===== config.mk =====
export PLATFORM = sky130hd
export DESIGN_NAME = ps2_key_filter
export DESIGN_NICKNAME = d
export VERILOG_FILES = /design/src/rtl/ps2_pkg.sv /design/src/rtl/ps2_key_filter_if.sv /design/src/rtl/key_fifo.sv /design/src/rtl/ps2_key_filter.sv
export SDC_FILE = /design/constraint.sdc
export NUM_CORES = 1
export LEC_CHECK = 0
export ABC_AREA = 1
export CAP_MARGIN = 0
export CORE_ASPECT_RATIO = 1.75
export CORE_MARGIN = 2
export CORE_UTILIZATION = 60
export CTS_CLUSTER_SIZE = 10
export DETAILED_ROUTE_END_ITERATION = 16
export PLACE_DENSITY = 0.78
export SYNTH_ARGS = -nofsm -noshare
export SYNTH_HDL_FRONTEND = slang
export SYNTH_SLANG_ARGS = --single-unit
export TNS_END_PERCENT = 10

===== constraint.sdc =====
create_clock -name clk -period 5.4 [get_ports clk]
set_clock_uncertainty 0.05 [all_clocks]
set_input_delay 1.08 -clock clk [delete_from_list [all_inputs] [get_ports clk]]
set_output_delay 1.08 -clock clk [all_outputs]
set_load 0.02 [all_outputs]

===== src/rtl/ps2_pkg.sv =====
// Shared PS/2 scan-code constants, decoder state encoding and the
// classifier for bytes that never represent a key press.
package ps2_pkg;

    localparam logic [7:0] SC_BREAK = 8'hF0;
    localparam logic [7:0] SC_EXT   = 8'hE0;
    localparam logic [7:0] SC_NONE  = 8'h00;

    // Prefix decoder states
    typedef enum logic [1:0] {
        ST_IDLE      = 2'd0,
        ST_BREAK     = 2'd1,
        ST_EXT       = 2'd2,
        ST_EXT_BREAK = 2'd3
    } ps2_state_e;

    // Keyboard status/acknowledge bytes that are silently dropped in IDLE
    function automatic logic is_discard(input logic [7:0] code);
        logic hit;
        case (code)
            8'h00, 8'hAA, 8'hEE, 8'hFA, 8'hFC, 8'hFE, 8'hFF: hit = 1'b1;
            default:                                         hit = 1'b0;
        endcase
        return hit;
    endfunction

endpackage


===== src/rtl/ps2_key_filter_if.sv =====
// Bundle between the make-code producer and the key FIFO: a push strobe
// with data on one side, the registered head/handshake/status on the other.
interface ps2_key_filter_if #(
    parameter int DEPTH = 4
);
    localparam int CW = $clog2(DEPTH) + 1;

    logic          push_valid;
    logic [7:0]    push_data;
    logic [7:0]    key_code;
    logic          key_valid;
    logic          key_ready;
    logic [CW-1:0] fifo_count;
    logic          overflow;

    modport master (
        output push_valid, push_data, key_ready,
        input  key_code, key_valid, fifo_count, overflow
    );

    modport slave (
        input  push_valid, push_data, key_ready,
        output key_code, key_valid, fifo_count, overflow
    );

endinterface


===== src/rtl/key_fifo.sv =====
// Make-code FIFO with a registered head. A push becomes visible the cycle
// after its edge (no bypass); a pop and a push may share an edge even when
// full. A push into a full FIFO with no pop is dropped and flagged sticky.
module key_fifo #(
    parameter int DEPTH = 4,
    parameter int WIDTH = 8
) (
    input  logic              clk,
    input  logic              rst_n,
    ps2_key_filter_if.slave   bus
);

    localparam int AW = (DEPTH > 1) ? $clog2(DEPTH) : 1;
    localparam int CW = $clog2(DEPTH) + 1;

    logic [WIDTH-1:0] mem_q [DEPTH];
    logic [AW-1:0]    wr_ptr_q;
    logic [AW-1:0]    rd_ptr_q;
    logic [AW-1:0]    rd_ptr_d;
    logic [CW-1:0]    count_q;
    logic [CW-1:0]    count_d;
    logic [CW-1:0]    count_after_pop_s;
    logic [WIDTH-1:0] key_code_q;
    logic [WIDTH-1:0] key_code_d;
    logic             key_valid_q;
    logic             key_valid_d;
    logic             overflow_q;
    logic             overflow_d;
    logic             pop_s;
    logic             full_s;
    logic             push_ok_s;

    // Handshake decode, occupancy update and next head selection
    always_comb begin
        pop_s      = key_valid_q & bus.key_ready;
        full_s     = (count_q == CW'(DEPTH));
        push_ok_s  = bus.push_valid & (~full_s | pop_s);
        overflow_d = overflow_q | (bus.push_valid & full_s & ~pop_s);

        if (pop_s) begin
            rd_ptr_d          = rd_ptr_q + AW'(1);
            count_after_pop_s = count_q - CW'(1);
        end else begin
            rd_ptr_d          = rd_ptr_q;
            count_after_pop_s = count_q;
        end

        if (push_ok_s) begin
            count_d = count_after_pop_s + CW'(1);
        end else begin
            count_d = count_after_pop_s;
        end

        key_valid_d = (count_d != CW'(0));

        // When the FIFO drains, the head keeps showing the last code
        if (count_d == CW'(0)) begin
            key_code_d = key_code_q;
        end else if (push_ok_s && (count_after_pop_s == CW'(0))) begin
            key_code_d = bus.push_data;
        end else begin
            key_code_d = mem_q[rd_ptr_d];
        end
    end

    // Storage array written at the write pointer on an accepted push
    always_ff @(posedge clk or negedge rst_n) begin
        if (!rst_n) begin
            for (int i = 0; i < DEPTH; i++) begin
                mem_q[i] <= {WIDTH{1'b0}};
            end
        end else if (push_ok_s) begin
            mem_q[wr_ptr_q] <= bus.push_data;
        end else begin
            mem_q[wr_ptr_q] <= mem_q[wr_ptr_q];
        end
    end

    // Pointers, count, registered head and sticky overflow
    always_ff @(posedge clk or negedge rst_n) begin
        if (!rst_n) begin
            wr_ptr_q    <= {AW{1'b0}};
            rd_ptr_q    <= {AW{1'b0}};
            count_q     <= {CW{1'b0}};
            key_code_q  <= {WIDTH{1'b0}};
            key_valid_q <= 1'b0;
            overflow_q  <= 1'b0;
        end else begin
            if (push_ok_s) begin
                wr_ptr_q <= wr_ptr_q + AW'(1);
            end else begin
                wr_ptr_q <= wr_ptr_q;
            end
            rd_ptr_q    <= rd_ptr_d;
            count_q     <= count_d;
            key_code_q  <= key_code_d;
            key_valid_q <= key_valid_d;
            overflow_q  <= overflow_d;
        end
    end

    assign bus.key_code   = key_code_q;
    assign bus.key_valid  = key_valid_q;
    assign bus.fifo_count = count_q;
    assign bus.overflow   = overflow_q;

endmodule


===== src/rtl/ps2_key_filter.sv =====
// PS/2 scan-code filter: strips break/extended sequences and status bytes,
// optionally suppresses typematic repeats of the held key, and queues the
// remaining make codes for a downstream consumer.
module ps2_key_filter
    import ps2_pkg::*;
#(
    parameter int DEPTH         = 4,
    parameter int REPEAT_FILTER = 1
) (
    input  logic                       clk,
    input  logic                       rst_n,
    input  logic [7:0]                 ps2_received_data,
    input  logic                       ps2_received_data_strb,
    output logic [7:0]                 key_code,
    output logic                       key_valid,
    input  logic                       key_ready,
    output logic [$clog2(DEPTH):0]     fifo_count,
    output logic                       overflow
);

    logic [1:0]  rst_sync_q;
    logic        rst_int_n;
    ps2_state_e  state_q;
    ps2_state_e  state_d;
    logic [7:0]  held_q;
    logic [7:0]  held_d;
    logic        push_s;

    ps2_key_filter_if #(.DEPTH(DEPTH)) fifo_if ();

    // Reset asserts immediately but releases two edges later, so the first
    // edge after release never pushes or pops
    always_ff @(posedge clk or negedge rst_n) begin
        if (!rst_n) begin
            rst_sync_q <= 2'b00;
        end else begin
            rst_sync_q <= {rst_sync_q[0], 1'b1};
        end
    end

    assign rst_int_n = rst_sync_q[1];

    // Prefix decoder and repeat filter; state only moves on a strobe
    always_comb begin
        state_d = state_q;
        held_d  = held_q;
        push_s  = 1'b0;
        if (ps2_received_data_strb) begin
            case (state_q)
                ST_IDLE: begin
                    if (ps2_received_data == SC_BREAK) begin
                        state_d = ST_BREAK;
                    end else if (ps2_received_data == SC_EXT) begin
                        state_d = ST_EXT;
                    end else if (is_discard(ps2_received_data)) begin
                        state_d = ST_IDLE;
                    end else if ((REPEAT_FILTER != 0) && (ps2_received_data == held_q)) begin
                        state_d = ST_IDLE;
                    end else begin
                        push_s = 1'b1;
                        if (REPEAT_FILTER != 0) begin
                            held_d = ps2_received_data;
                        end else begin
                            held_d = held_q;
                        end
                    end
                end
                ST_BREAK: begin
                    state_d = ST_IDLE;
                    if (ps2_received_data == held_q) begin
                        held_d = SC_NONE;
                    end else begin
                        held_d = held_q;
                    end
                end
                ST_EXT: begin
                    if (ps2_received_data == SC_BREAK) begin
                        state_d = ST_EXT_BREAK;
                    end else begin
                        state_d = ST_IDLE;
                    end
                end
                ST_EXT_BREAK: begin
                    state_d = ST_IDLE;
                end
                default: begin
                    state_d = ST_IDLE;
                end
            endcase
        end else begin
            state_d = state_q;
        end
    end

    // Decoder state and currently held key
    always_ff @(posedge clk or negedge rst_int_n) begin
        if (!rst_int_n) begin
            state_q <= ST_IDLE;
            held_q  <= SC_NONE;
        end else begin
            state_q <= state_d;
            held_q  <= held_d;
        end
    end

    assign fifo_if.push_valid = push_s;
    assign fifo_if.push_data  = ps2_received_data;
    assign fifo_if.key_ready  = key_ready;

    key_fifo #(
        .DEPTH (DEPTH),
        .WIDTH (8)
    ) u_key_fifo (
        .clk   (clk),
        .rst_n (rst_int_n),
        .bus   (fifo_if.slave)
    );

    assign key_code   = fifo_if.key_code;
    assign key_valid  = fifo_if.key_valid;
    assign fifo_count = fifo_if.fifo_count;
    assign overflow   = fifo_if.overflow;

endmodule


==> impl_metrics.ini <==
[sta]
final.min_clock_period_ns = 3.27
setup_violations = 0
timing_hold_violations_final = 0
fin_tns_setup_ns = 0
layout_setup_ws_ns = 2.13
drv_slew = 0
worst_hold_slack_ns = 0.316
relSlewSlack_pct = 50.6
rsz0062_at_grt = no
fmax_mhz = 305
fin_crit_sh_pct = 60.6
tightest_slew_ns = 0.740

[finish]
final_area_mm2 = 0.00380
mostFrequentLayoutCells = nor2_1, nand2_1, dfrtp_1
final_cells = 526
antenna_cells = 0
finalCoreUtilization_pct = 71.6
layout_commonest_cell = nor2_1
drive_gt1_share_pct = 9.07
nets = 467
syn_to_final_growth_pct = 13.9

[route]
num_vias = 2912
wl_per_cell_um = 15.0
via_per_inst = 5.54
drt_wl_total_mm = 7.88
drtAntennaViolNets = 0
remaining_drc_errors = 0
dr.pass1.iters = 5
drt-initial-drc-count = 180

[clocking]
postCtsHoldBufs = 0
clk_latency_ns = 0.34
postCtsSetupRepairBufs = 0
htree_levels = 3
clock_path_buffers = 2
cts_root_buf = clkbuf_8
cts_tree = built
clk_pin_slew_ns = 0.07
cts_made_buffers = 9
cts_resized = 0
cts.sinks = 61

[synthesis]
syn_avg_cell_area_um2 = 7.82
syn_nets = 446
yosys_register_bits = 61
yosys_warnings = 0
seq_area_frac_synth_pct = 45.8
synth.cell_area_mm2 = 0.00333
yosysUniqueCellTypes = 32
yosysTopAreaCell = dfrtp_1
syn_inst = 426
synth_top_area_share_pct = 45.8
synth_area_leaders = dfrtp_1, nor2_1, nand2_1, o21ai_0, a21oi_1

[critical_path]
crit_chain = clkdlybuf4s50_1 -> nand2_1 -> inv_1 -> or2_2 -> nand2_1 -> inv_1 -> o21ai_0 -> o22ai_1 -> nand2_1 -> o21ai_1 -> nand2_1 -> nand2_1
crit_path_end_kind = register
cp_max_fo = 17
worstSetupStartpointType = primary input
cp_data_required_time_ns = 5.58
cp_slowest_cell = clkdlybuf4s50_1
arrival_ns = 3.46
worst-r2r-setup-slack_ns = 2.88
criticalPathCategory = in2reg
slowest_delay_ns = 0.40
cpMostUsedCell = nand2_1

[die]
die-area_mm2 = 0.00619
ios = 25
die_h_um = 103
core_mm2 = 0.00530
row_count = 35
start_util_pct = 62.9
die_w_um = 60.3

[place]
dp_cells = 510
portBuffers = 24
dpl_cell_area_mm2 = 0.00361
place_hpwl_mm = 5.55
post-place-ws_ns = 1.80
gp_congestion = 0.885

[global_route]
grt_first_pass_wirelength_mm = 12.8
grtUsageTotal_pct = 28.0
overflow = 0
grt_pass1_vias = 2727
antenna_found_initial = 0
grt_start_max_net_pins = 60

[pwr]
power_density_mw_per_mm2 = 701
ir_drop_v = 0.000374
power.total_mw = 2.66
p_leak_nw = 1.72

[hold_path]
hold_path_class = reg2reg

[run_status]
outcome = complete, no violations

[job]
drv_cap = 0
==> power breakdown <==
part | internal [mW] | switching [mW]
combinational | 0.517 | 0.905
sequential | 0.673 | 0.173
clock | 0.213 | 0.181
total | 1.40 | 1.26
==> flip-flops by register name (all words and copies together), names as in the netlist <==
signal and count:
u_key_fifo.rd_ptr_q 2, u_key_fifo.wr_ptr_q 2, u_key_fifo.bus.fifo_count 3, u_key_fifo.bus.overflow 1, state_q 2, u_key_fifo.bus.key_valid 1, u_key_fifo.mem_q 32, rst_sync_q 2
held_q 8, u_key_fifo.bus.key_code 8
==> worst paths after layout <==
check                                              start                          to  cells past startpoint
worst max-delay path                           key_ready  u_key_fifo.bus.key_code[6]                     12
worst min-delay path                       rst_sync_q[0]               rst_sync_q[1]                      0
worst max register to register  u_key_fifo.bus.key_valid  u_key_fifo.bus.key_code[6]                     11
worst min register to register             rst_sync_q[0]               rst_sync_q[1]                      0
max in group asynchronous                          rst_n               rst_sync_q[1]                      1
min in group asynchronous                  rst_sync_q[1]         u_key_fifo.mem_q[6]                      1
==> cells by family (layout without fill, tap and decap cells) <==
logic type	count (synthesis)	count (layout)	share of synthesized area, %
fa+ha+maj	8	8	3.00
simple gates	183	183	23.6
xor+xnor	10	10	2.63
flops	61	61	45.8
other cells	1	1	0.113
compound gates	116	116	19.1
buf+inv	47	73	5.82
==> Yosys cell counts (all sizes together) <==
master,count
nand4,5
nor2,84
o22ai,18
clkbuf,6
nor3,2
xor2,4
conb,1
a21oi,34
or2,1
buf,9
ha,8
nand3,16
xnor2,6
clkinv,2
dfrtp,61
o21bai,1
inv,30
nand2,75
o21ai,63
==> final cells by class <==
cell class	count	area (um2)
Multi-Input combinational cell	318	1610
Sequential cell	61	1530
Fill cell	425	1500
Timing Repair Buffer	25	248
Clock buffer	10	128
Inverter	32	125
Tap cell	74	92.6
Clock inverter	6	62.6
==> critical path, delay by kind of cell <==
kind                   cells  cell delay, ns
AO/OA/AOI/OAI              3            0.46
AND/OR/NAND/NOR            6            1.02
buffers and inverters      3            0.88
==> metal layers <==
metal,wire length (um),track usage [%]
met1,3200,32.6
met2,4100,47.8
met3,373,6.52
met4,201,12.3
met5,0,0
Power figures use the tool's default switching activity.
